File: src/rtl/clock_time_counter.sv
// Clock time counter: BCD HH:MM:SS timekeeping with hold-to-accelerate time setting.
// Optional CLOCK_12H_EN selects 12-hour hours (12, 01..11) plus an o_pm output.

module clock_time_counter #(
    parameter int unsigned HOLD_STROBES = 4
) (
    input  logic       i_clk,
    input  logic       i_reset_n,
    input  logic       i_1hz_stb,
    input  logic       i_slow_set_stb,
    input  logic       i_fast_set_stb,
    input  logic       i_set_hours,
    input  logic       i_set_minutes,
    output logic [5:0] o_hours,
    output logic [6:0] o_minutes,
    output logic [6:0] o_seconds,
    output logic       o_time_stb
`ifdef CLOCK_12H_EN
    ,
    output logic       o_pm
`endif
);

    // state    | meaning
    // ST_IDLE  | normal run counting on i_1hz_stb
    // ST_PRESS | single cycle: first increment of the newly selected target
    // ST_SLOW  | button held: increment on i_slow_set_stb, count hold strobes
    // ST_FAST  | button held long: increment on i_fast_set_stb
    typedef enum logic [1:0] {
        ST_IDLE  = 2'd0,
        ST_PRESS = 2'd1,
        ST_SLOW  = 2'd2,
        ST_FAST  = 2'd3
    } state_t;

    localparam logic [3:0] HOLD_LIM = 4'(HOLD_STROBES);

`ifdef CLOCK_12H_EN
    localparam logic [5:0] HOURS_RESET = 6'h12;
`else
    localparam logic [5:0] HOURS_RESET = 6'h00;
`endif

    state_t     state;
    logic       tgt_minutes;
    logic [3:0] hold_cnt;

    logic       req_hours;
    logic       req_minutes;
    logic       req_any;
    logic       req_other;

    logic [6:0] sec_inc;
    logic [6:0] min_inc;
    logic [5:0] hr_inc;
    logic       sec_wrap;
    logic       min_wrap;
    logic [3:0] hold_next;

    function automatic logic [6:0] inc_sexa(input logic [6:0] v);
        logic [6:0] r;
        if (v == 7'h59)
            r = 7'h00;
        else if (v[3:0] == 4'd9)
            r = {v[6:4] + 3'd1, 4'd0};
        else
            r = {v[6:4], v[3:0] + 4'd1};
        return r;
    endfunction

    function automatic logic [5:0] inc_hours(input logic [5:0] v);
        logic [5:0] r;
`ifdef CLOCK_12H_EN
        if (v == 6'h12)
            r = 6'h01;
`else
        if (v == 6'h23)
            r = 6'h00;
`endif
        else if (v[3:0] == 4'd9)
            r = {v[5:4] + 2'd1, 4'd0};
        else
            r = {v[5:4], v[3:0] + 4'd1};
        return r;
    endfunction

    // Both buttons together count as no request.
    assign req_hours   = i_set_hours & ~i_set_minutes;
    assign req_minutes = i_set_minutes & ~i_set_hours;
    assign req_any     = req_hours | req_minutes;
    assign req_other   = tgt_minutes ? req_hours : req_minutes;

    assign sec_inc   = inc_sexa(o_seconds);
    assign min_inc   = inc_sexa(o_minutes);
    assign hr_inc    = inc_hours(o_hours);
    assign sec_wrap  = (o_seconds == 7'h59);
    assign min_wrap  = (o_minutes == 7'h59);
    assign hold_next = hold_cnt + 4'd1;

`ifdef CLOCK_12H_EN
    logic hr_to_noon;
    assign hr_to_noon = (o_hours == 6'h11);
`endif

    always_ff @(posedge i_clk) begin
        if (!i_reset_n) begin
            state       <= ST_IDLE;
            tgt_minutes <= 1'b0;
            hold_cnt    <= 4'd0;
            o_hours     <= HOURS_RESET;
            o_minutes   <= 7'h00;
            o_seconds   <= 7'h00;
            o_time_stb  <= 1'b0;
`ifdef CLOCK_12H_EN
            o_pm        <= 1'b0;
`endif
        end else begin
            o_time_stb <= 1'b0;
            case (state)
                ST_IDLE: begin
                    // A new set request wins over a coincident 1 Hz tick.
                    if (req_any) begin
                        state       <= ST_PRESS;
                        tgt_minutes <= req_minutes;
                    end else if (i_1hz_stb) begin
                        o_time_stb <= 1'b1;
                        o_seconds  <= sec_inc;
                        if (sec_wrap) begin
                            o_minutes <= min_inc;
                            if (min_wrap) begin
                                o_hours <= hr_inc;
`ifdef CLOCK_12H_EN
                                if (hr_to_noon)
                                    o_pm <= ~o_pm;
`endif
                            end
                        end
                    end
                end

                ST_PRESS: begin
                    o_time_stb <= 1'b1;
                    hold_cnt   <= 4'd0;
                    state      <= ST_SLOW;
                    if (tgt_minutes) begin
                        o_minutes <= min_inc;
                        o_seconds <= 7'h00;
                    end else begin
                        o_hours <= hr_inc;
`ifdef CLOCK_12H_EN
                        if (hr_to_noon)
                            o_pm <= ~o_pm;
`endif
                    end
                end

                ST_SLOW, ST_FAST: begin
                    if (!req_any) begin
                        state <= ST_IDLE;
                    end else if (req_other) begin
                        state       <= ST_PRESS;
                        tgt_minutes <= req_minutes;
                    end else if ((state == ST_SLOW) ? i_slow_set_stb : i_fast_set_stb) begin
                        o_time_stb <= 1'b1;
                        if (tgt_minutes) begin
                            o_minutes <= min_inc;
                            o_seconds <= 7'h00;
                        end else begin
                            o_hours <= hr_inc;
`ifdef CLOCK_12H_EN
                            if (hr_to_noon)
                                o_pm <= ~o_pm;
`endif
                        end
                        if (state == ST_SLOW) begin
                            hold_cnt <= hold_next;
                            if (hold_next == HOLD_LIM)
                                state <= ST_FAST;
                        end
                    end
                end

                default: state <= ST_IDLE;
            endcase
        end
    end

endmodule

File: config.mk
export PLATFORM = sky130hd
export DESIGN_NAME = clock_time_counter
export DESIGN_NICKNAME = d
export VERILOG_FILES = /design/src/rtl/clock_time_counter.sv
export SDC_FILE = /design/constraint.sdc
export NUM_CORES = 1
export LEC_CHECK = 0
export BUFFER_PORTS_ARGS = -buffer_cell sky130_fd_sc_hd__buf_2
export CORE_UTILIZATION = 58
export CTS_BUF_LIST = sky130_fd_sc_hd__clkbuf_4 sky130_fd_sc_hd__clkbuf_8
export DETAILED_ROUTE_END_ITERATION = 8
export HOLD_SLACK_MARGIN = 0.15
export PLACE_DENSITY = 0.82
export SETUP_SLACK_MARGIN = 0.1
export SLEW_MARGIN = 10
export SYNTH_ARGS = -nofsm -noshare
export SYNTH_HDL_FRONTEND = slang
export SYNTH_SLANG_ARGS = --single-unit
File: constraint.sdc
create_clock -name i_clk -period 2.8 [get_ports i_clk]
set_clock_uncertainty 0.15 [all_clocks]
set_input_delay 0.56 -clock i_clk [delete_from_list [all_inputs] [get_ports i_clk]]
set_output_delay 0.56 -clock i_clk [all_outputs]
set_load 0.03 [all_outputs]
Word level (Yosys, flattened, before mapping)
Cells that the tools add are included.
Widths: inputs -> output; s select.

storage, ports and cells
  flip-flop bits (word level) = 28
  input bits = 7
  output and inout bits = 21
  logic and storage cells = 109

operators by class
  add/subtract/negate cells = 7
  equal/unequal tests = 24
  mux-type cells = 54
  bitwise operators = 5
  reductions and logical operators = 11

operators with widths
  operator             count
  $mux 7               17
  $mux 6               10
  $pmux 7 s3           2
  $ne 2x2->1 const B   10
  $pmux 6 s3           1
  $add 4x1->4 const B  4
  $mux 4               4
  $eq 7x7->1 const B   2
  $eq 4x4->1 const B   3
  $mux 2               6
  $ne 4x4->1 const B   3
  $reduce_and 6->1     2
  $mux 1               10
  $reduce_and 5->1     2
  $pmux 4 s2           1
  $reduce_and 4->1     2
  $reduce_and 7->1     1
  $add 3x1->3 const B  2
  $eq 6x6->1 const B   1
  $pmux 2 s3           1
  $eq 2x2->1 const B   2
  $eq 4x3->1 const B   1
  $reduce_bool 2->1    2
  $ne 3x3->1 const B   1
  9 further kinds      11

Logic depth before layout (Yosys ltp)
Gate-level depths: netlist (run 1).

  depth after elaboration = 8
  mapped depth = 8
  depth with buffers taken out = 7

Worst setup path after synthesis (run 1)
Ideal clock, no wire load.

  kind = input port to flip-flop
  start = input port i_set_hours
  end = register o_minutes[2]
  library setup time = 0.070 ns
  arrival time = 2.196 ns
  required time = 2.580 ns
  setup slack = 0.384 ns
  stages on the path = 7
  buffers on the path = 0
  cell sequence = inv_1 > ha_1 > mux2_4 > o32ai_4 > nand3_1 > or4_1 > a21oi_1

on the way
  longest elaborated chain between the ends = 5
  elaborated cells on any way between the ends = 9
  classes of those cells = eq/ne: 3; mux: 1; bitwise: 4; reduce/logical: 1

RTL lines
  element                                      line    RTL
  from (decl)                                  12      input logic i_set_hours,
  $not 1->1 (*)                                89      assign req_minutes = i_set_minutes & ~i_set_hours;
  $and 1x1->1 (*)                              89
  net req_minutes                              49      logic req_minutes;
  $mux 1 / $or 1x1->1 (equally long branches)  91, 90
  $ne 2x2->1 (no line)                         --
  $reduce_and 6->1 (no line) (*)               --
  to (signal assigned)                         129     o_minutes <= min_inc;
  to (signal assigned)                         146     o_minutes <= min_inc;
  to (signal assigned)                         166     o_minutes <= min_inc;
  to (decl)                                    15      output logic [6:0] o_minutes,

Mark *: on every way through the listed nets, which the timed path passes. The rest lies on a longest branch.
A chain may end at the register's enable or synchronous reset.

Worst setup path after layout (run 1)
  start = register state[0]
  end = register o_minutes[6]

on the way
  longest elaborated chain between the ends = 4
  elaborated cells on any way between the ends = 14
  classes of those cells = eq/ne: 9; mux: 2; reduce/logical: 3

RTL lines
  element                                           line      RTL
  from (decl)                                       44        state_t state;
  from (signal assigned)                            107       state <= ST_IDLE;
  from (signal assigned)                            123       state <= ST_PRESS;
  from (signal assigned)                            144       state <= ST_SLOW;
  $eq 2x2->1, on equally long branches              119, 163
  $mux 1 / $reduce_or 2->1 (equally long branches)  163, 119
  $ne 2x2->1 (no line)                              --
  $reduce_and 6->1 (no line)                        --

Parallel ways exist; a longest one is shown, timed or not.

==> results.toml, run 1 <==
[synth]
yosys_warnings = 0
yosysSeqAreaShare = 0.325
syn_area_per_cell_sq_um = 8.26
synth_edf_count = 0
synthAdderAreaFrac = 0.131
synth_cell_types = 45
synth_compound_area_frac = 0.234
async_flop_share = 0
synthSimpleGateAreaFrac = 0.239
netlist_instances = 209
synth_xor_area_frac = 0.00508
synth_ff_type = "dfxtp_1"
synthMuxAreaShare = 0.0145
syn_area_sq_um = 1730
synth_nets = 234
yosys_register_bits = 28
synth_top_family_by_area = "simple AND/OR/NAND/NOR gates"

[finish]
nets = 265
syn_to_final_growth_pct = 13.9
fin_cells = 270
post-route-cell-area_sq_um = 1970
antennaDiodeCount = 0
drive_gt1_frac = 0.172

[timing]
maxSlewViolCount = 0
fin_tns_setup_ps = 0
tightest_slew_ps = 732
slew_headroom = 0.510
period_needed_ps = 2450
finalSetupViolations = 0
post-route-period-util = 0.876
rsz0062_at_grt = "no"
hold_viol = 0
fmax_mhz = 408
holdWs_ps = 343

[global_routing]
track_usage = 0.226
antenna_found_initial = 0
grt_max_degree = 17
grt_remaining_overflow = 0
grt_pass1_wl_um = 5830
grt_pass1_vias = 1333

[critical_path]
slowest_stage = "dfxtp_1"
worstSetupStartpointType = "flop"
cp_top_family = "simple AND/OR/NAND/NOR gates"
r2r_end = "o_minutes[6]$_SDFFE_PN0P_"
rrSetupSlack_ps = 350
crit_path_cell_trace = "inv_1 -> ha_1 -> mux2i_1 -> o32ai_4 -> nand4_1 -> or3b_1 -> a21oi_1"
cp_data_required_time_ps = 2950
cp.arrival_ps = 2600
crit_path_max_incr_delay_ps = 490
reg2reg_depth = 7
worstPathMaxFanout = 7
worst-setup-path-type = "reg -> reg"
endpoint_kind = "flop"
path_buf_inv = 1
r2r-start = "state[0]$_SDFFE_PN0P_"

[cts]
clk_pin_slew_ps = 160
clockBufferDepth = 2
cts_htree_levels = 1
cts_made_buffers = 3
ctsHoldBuffers = 0
cts_num_sinks = 28
clk_latency_ps = 340
cts_tree = "done"
cts_root_buf = "clkbuf_4"

[power_and_ir_drop]
p_total_w = 0.00127
p_leak_nw = 0.835
power_density_nw_per_um2 = 646
vdd_drop_max_mv = 0.448

[drt]
vias_per_cell = 5.79
drtIter0Drc = 69
drtPass1Iterations = 4
avgRoutedWirePerCell_um = 12.9
vias = 1563
drt_wl_total_um = 3480
drc = 0
antenna_left = 0

[hold_path]
holdPathStages = 2
min-delay-start = "o_minutes[5]$_SDFFE_PN0P_"
min_to = "o_minutes[5]$_SDFFE_PN0P_"
hold_class = "reg -> reg"

[floorplan]
start_util = 0.620
rows = 19
fp.dieH_um = 56.5
die_x_um = 56.5
ioPinCount = 28
core_sq_um = 2780
die-area_sq_um = 3200

[placement]
gp_congestion = 0.873
portBuffers = 27
dp.cells = 266
placedInstanceArea_sq_um = 1910
dp_hpwl_um = 2540

[outcome]
run_status = "finished clean"

[job]
max_cap_viol_count = 0
tightest hold or removal path, delay by kind of cell, from the launching register on:
kind,cells,cell delay (ps)
flops,1,360
simple gates,1,60
compound gates,1,50
placed cells by master, fill, tap and decap left out, types with 2 or more instances in the layout:
master / n
a21oi_1: 22
nor3_1: 2
nor2b_1: 6
nand2b_1: 4
nand3b_1: 3
a311oi_1: 4
nor4_1: 2
o22ai_1: 2
inv_1: 17
nand2_1: 18
nand3_1: 7
or3b_1: 3
a21o_1: 2
or3_1: 8
o21ai_0: 13
o31ai_1: 3
nand4_1: 3
clkbuf_4: 3
buf_2: 27
a31oi_1: 3
dfxtp_1: 28
or4_1: 4
nor2_1: 10
ha_1: 18
buf_4: 4
area by class of cell:
| class | count | area (sq um) |
|---|---|---|
| Inverter | 18 | 67.6 |
| Clock buffer | 3 | 22.5 |
| Multi-Input combinational cell | 158 | 1080 |
| Clock inverter | 1 | 30.0 |
| Fill cell | 235 | 816 |
| Sequential cell | 28 | 561 |
| Timing Repair Buffer | 31 | 165 |
| Tap cell | 31 | 38.8 |
cells in the mapped netlist (2+ instances only):
cell	n	area, sq um
a31oi_1	3	18.8
or3b_1	3	26.3
nand3_1	8	40.0
nor2b_1	6	37.5
nand2_1	18	67.6
nor2_1	10	37.5
ha_1	18	225
o22ai_1	2	12.5
nand3b_1	3	22.5
clkbuf_1	3	11.3
nand4_1	3	18.8
a311oi_1	4	35.0
a21oi_1	22	110
a21o_1	2	15.0
or4_1	4	30.0
o21ai_0	13	65.1
or3_1	8	50.1
nand2b_1	4	25.0
inv_1	17	63.8
dfxtp_1	28	561
nor3_1	2	10.0
nor4_1	2	12.5
o31ai_1	3	22.5
buf_2	2	10.0
logic make-up (layout without fill, tap and decap cells):
logic type      Yosys count  count (layout)
fa+ha+maj                18              18
simple gates             76              76
flops                    28              28
mux                       2               2
buf+inv                  23              53
compound gates           61              61
xor+xnor                  1               1
flip-flops by register name, indices dropped and copies added, names as in the netlist:
name,flops
hold_cnt,4
o_hours,6
o_minutes,7
o_seconds,7
o_time_stb,1
state,2
tgt_minutes,1
metal layers:
| metal | GRT usage | vias to the layer above | wire length, um |
|---|---|---|---|
| met5 | 0 | - | 0 |
| met4 | 0.0767 | 0 | 34 |
| met3 | 0.0276 | 4 | 91 |
| met2 | 0.351 | 27 | 1500 |
| met1 | 0.324 | 706 | 1850 |
| li1 | - | 826 | - |
metrics by stage:
stage	worst slack [ps]	utilization
2_1_floorplan	384	-
6_report	346	0.707
5_1_grt	101	0.707
3_5_place_dp	106	0.686
4_1_cts	349	0.705
3_3_place_gp	151	0.686
worst max path at each step:
stage                           from                         to  depth (start not counted)
6_report       state[0]$_SDFFE_PN0P_  o_minutes[6]$_SDFFE_PN0P_                          7
5_1_grt        state[1]$_SDFFE_PN0P_    o_hours[3]$_SDFFE_PN0P_                          7
4_1_cts        state[0]$_SDFFE_PN0P_  o_minutes[2]$_SDFFE_PN0P_                          7
3_5_place_dp             i_set_hours  o_minutes[2]$_SDFFE_PN0P_                          8
3_3_place_gp             i_set_hours  o_minutes[2]$_SDFFE_PN0P_                          8
2_1_floorplan            i_set_hours  o_minutes[2]$_SDFFE_PN0P_                          7
report_power, final:
group / internal (W) / switching [W] / total [W]
Clock: 0.000145 / 0.000129 / 0.000274
Sequential: 0.000438 / 0.0000598 / 0.000498
Combinational: 0.000176 / 0.000322 / 0.000498
timing repair:
action | CTS | global route
endpoints found under the hold margin | 0 | 0
buffers inserted | 0 | 0
setup endpoints to repair | 0 | 1
resized for setup | 0 | 1
Power figures use the tool's default switching activity.
==> run 2, diff against run 1 <==
Settings changed: CORE_ASPECT_RATIO from default to 0.9.
==> run 2 against run 1 <==
  * Non-clock buffer count up 1
  * Die area barely moved
  * First-iteration DRC count rose by 10%
  * Clock power shrank 39%
  * Critical path type unchanged
  * Largest cell class unchanged
==> results.toml, run 2 (synthesized netlist as in run 1, its figures left out) <==
[cts]
ctsHoldBuffers = 0
clk_latency_ps = 330
cts_htree_levels = 1
cts_setup_buffers = 0
cts_made_buffers = 3
cts-resized-gates = 0
cts_root_buf = "clkbuf_4"
clockBufferDepth = 2
clk_pin_slew_ps = 150
cts_num_sinks = 28
cts_tree = "done"

[power_and_ir_drop]
vdd_drop_max_mv = 0.369
p_int_w = 0.000670
comb_power_share = 0.440
power_frac_seq = 0.418
sw_frac_of_total = 0.427
p_leak_nw = 0.825
p_switching_w = 0.000499
power_density_nw_per_um2 = 600
p_clk_frac = 0.142

[floorplan]
die-area_sq_um = 3200
core_sq_um = 2790
ioPinCount = 28
fp.dieH_um = 53.7
rows = 18
start_util = 0.618
die_x_um = 59.5

[drt]
antenna_left = 0
drc = 0
vias = 1583
avgRoutedWirePerCell_um = 12.6
drt_wl_total_um = 3510
drtIter0Drc = 76
vias_per_cell = 5.67
drtPass1Iterations = 4

[timing]
setup_ws_ps = 423
period_needed_ps = 2380
post-route-period-util = 0.849
slew_headroom = 0.592
finalSetupViolations = 0
fin_tns_setup_ps = 0
rsz0062_at_grt = "no"
hold_viol = 0
maxSlewViolCount = 0
tightest_slew_ps = 610
fmax_mhz = 421
holdWs_ps = 349

[placement]
gp_congestion = 0.811
placedInstanceArea_sq_um = 1930
portBuffers = 27
dp_slack_ps = 76.2
dp_hpwl_um = 2640
dp.cells = 276

[critical_path]
worstPathMaxFanout = 10
endpoint_kind = "flop"
worstSetupStartpointType = "flop"
cp_data_required_time_ps = 2930
worst-setup-path-type = "reg -> reg"
cp.arrival_ps = 2510

[finish]
seq_area_sq_um = 561
layout_commonest_cell = "dfxtp_1"
multiInputGateArea_sq_um = 1080
fin_cells = 279
layout_common_cells = "dfxtp_1, buf_2, a21oi_1"
nFillCells = 265
antennaDiodeCount = 0
nets = 266
drive_gt1_frac = 0.167
syn_to_final_growth_pct = 13.0
largestRegisters = "o_minutes: 7 flops, o_seconds: 7 flops, o_hours: 6 flops"
post-route-cell-area_sq_um = 1950

[global_routing]
grt_pass1_wl_um = 5530
grt_remaining_overflow = 0
grt_pass1_vias = 1290
track_usage = 0.226
grt_max_degree = 21
antenna_found_initial = 0

[outcome]
run_status = "finished clean"

[job]
max_cap_viol_count = 0

[hold_path]
hold_class = "reg -> reg"
-- run 2: changes by cell type in the layout (fill, tap and decap cells not counted) --
cell | previous run | this run
nand3_1 | 7 | 8
nand3_2 | 1 | 0
buf_4 | 4 | 5
bufinv_16 | 1 | 0
-- run 2: final timing paths --
path                              from                         to  slack [ps]  cells after the start
min          o_minutes[5]$_SDFFE_PN0P_  o_minutes[5]$_SDFFE_PN0P_         350                      2
max reg2reg      state[1]$_SDFFE_PN0P_  o_minutes[2]$_SDFFE_PN0P_         420                      6
max              state[1]$_SDFFE_PN0P_  o_minutes[2]$_SDFFE_PN0P_         420                      6
min reg2reg  o_minutes[5]$_SDFFE_PN0P_  o_minutes[5]$_SDFFE_PN0P_         350                      2
-- run 2: power by group through the flow --
stage | Clock [W] | Combinational [W] | Sequential, W
2_1_floorplan | 0 | 0.000323 | 0.000548
3_5_place_dp | 0 | 0.000511 | 0.000498
3_3_place_gp | 0 | 0.000498 | 0.000496
5_1_grt | 0.000190 | 0.000568 | 0.000497
6_report | 0.000166 | 0.000514 | 0.000489
4_1_cts | 0.000171 | 0.000514 | 0.000488
-- run 2: per-stage QoR --
stage	total power, W	util
global route	0.00126	0.698
global placement	0.000995	0.690
finish	0.00117	0.698
floorplan	0.000871	-
CTS	0.00117	0.698
detailed placement	0.00101	0.690
-- run 2: routing by layer --
| metal | wire length [um] | global-route usage | vias up | part of all wire |
|---|---|---|---|---|
| met5 | 0 | 0 | - | 0 |
| met4 | 22 | 0.0504 | 0 | 0.0063 |
| met3 | 113 | 0.0433 | 4 | 0.032 |
| met2 | 1670 | 0.391 | 26 | 0.48 |
| met1 | 1700 | 0.293 | 725 | 0.48 |
| li1 | - | - | 828 | - |
-- run 2: cell type report --
type | instances | share of cell area
clock buffers | 3 | 0.0116
well taps | 40 | 0.0257
flip-flops and latches | 28 | 0.288
multi-input cells | 158 | 0.552
repair buffers | 32 | 0.0886
inverters | 18 | 0.0347
-- run 2: worst max-delay path: stages, from the launching register on --
cell and delay, ps:
dfxtp_1 530, inv_1 130, ha_1 280, a21oi_1 360, nand3_1 290, or4_1 460
a21oi_1 120
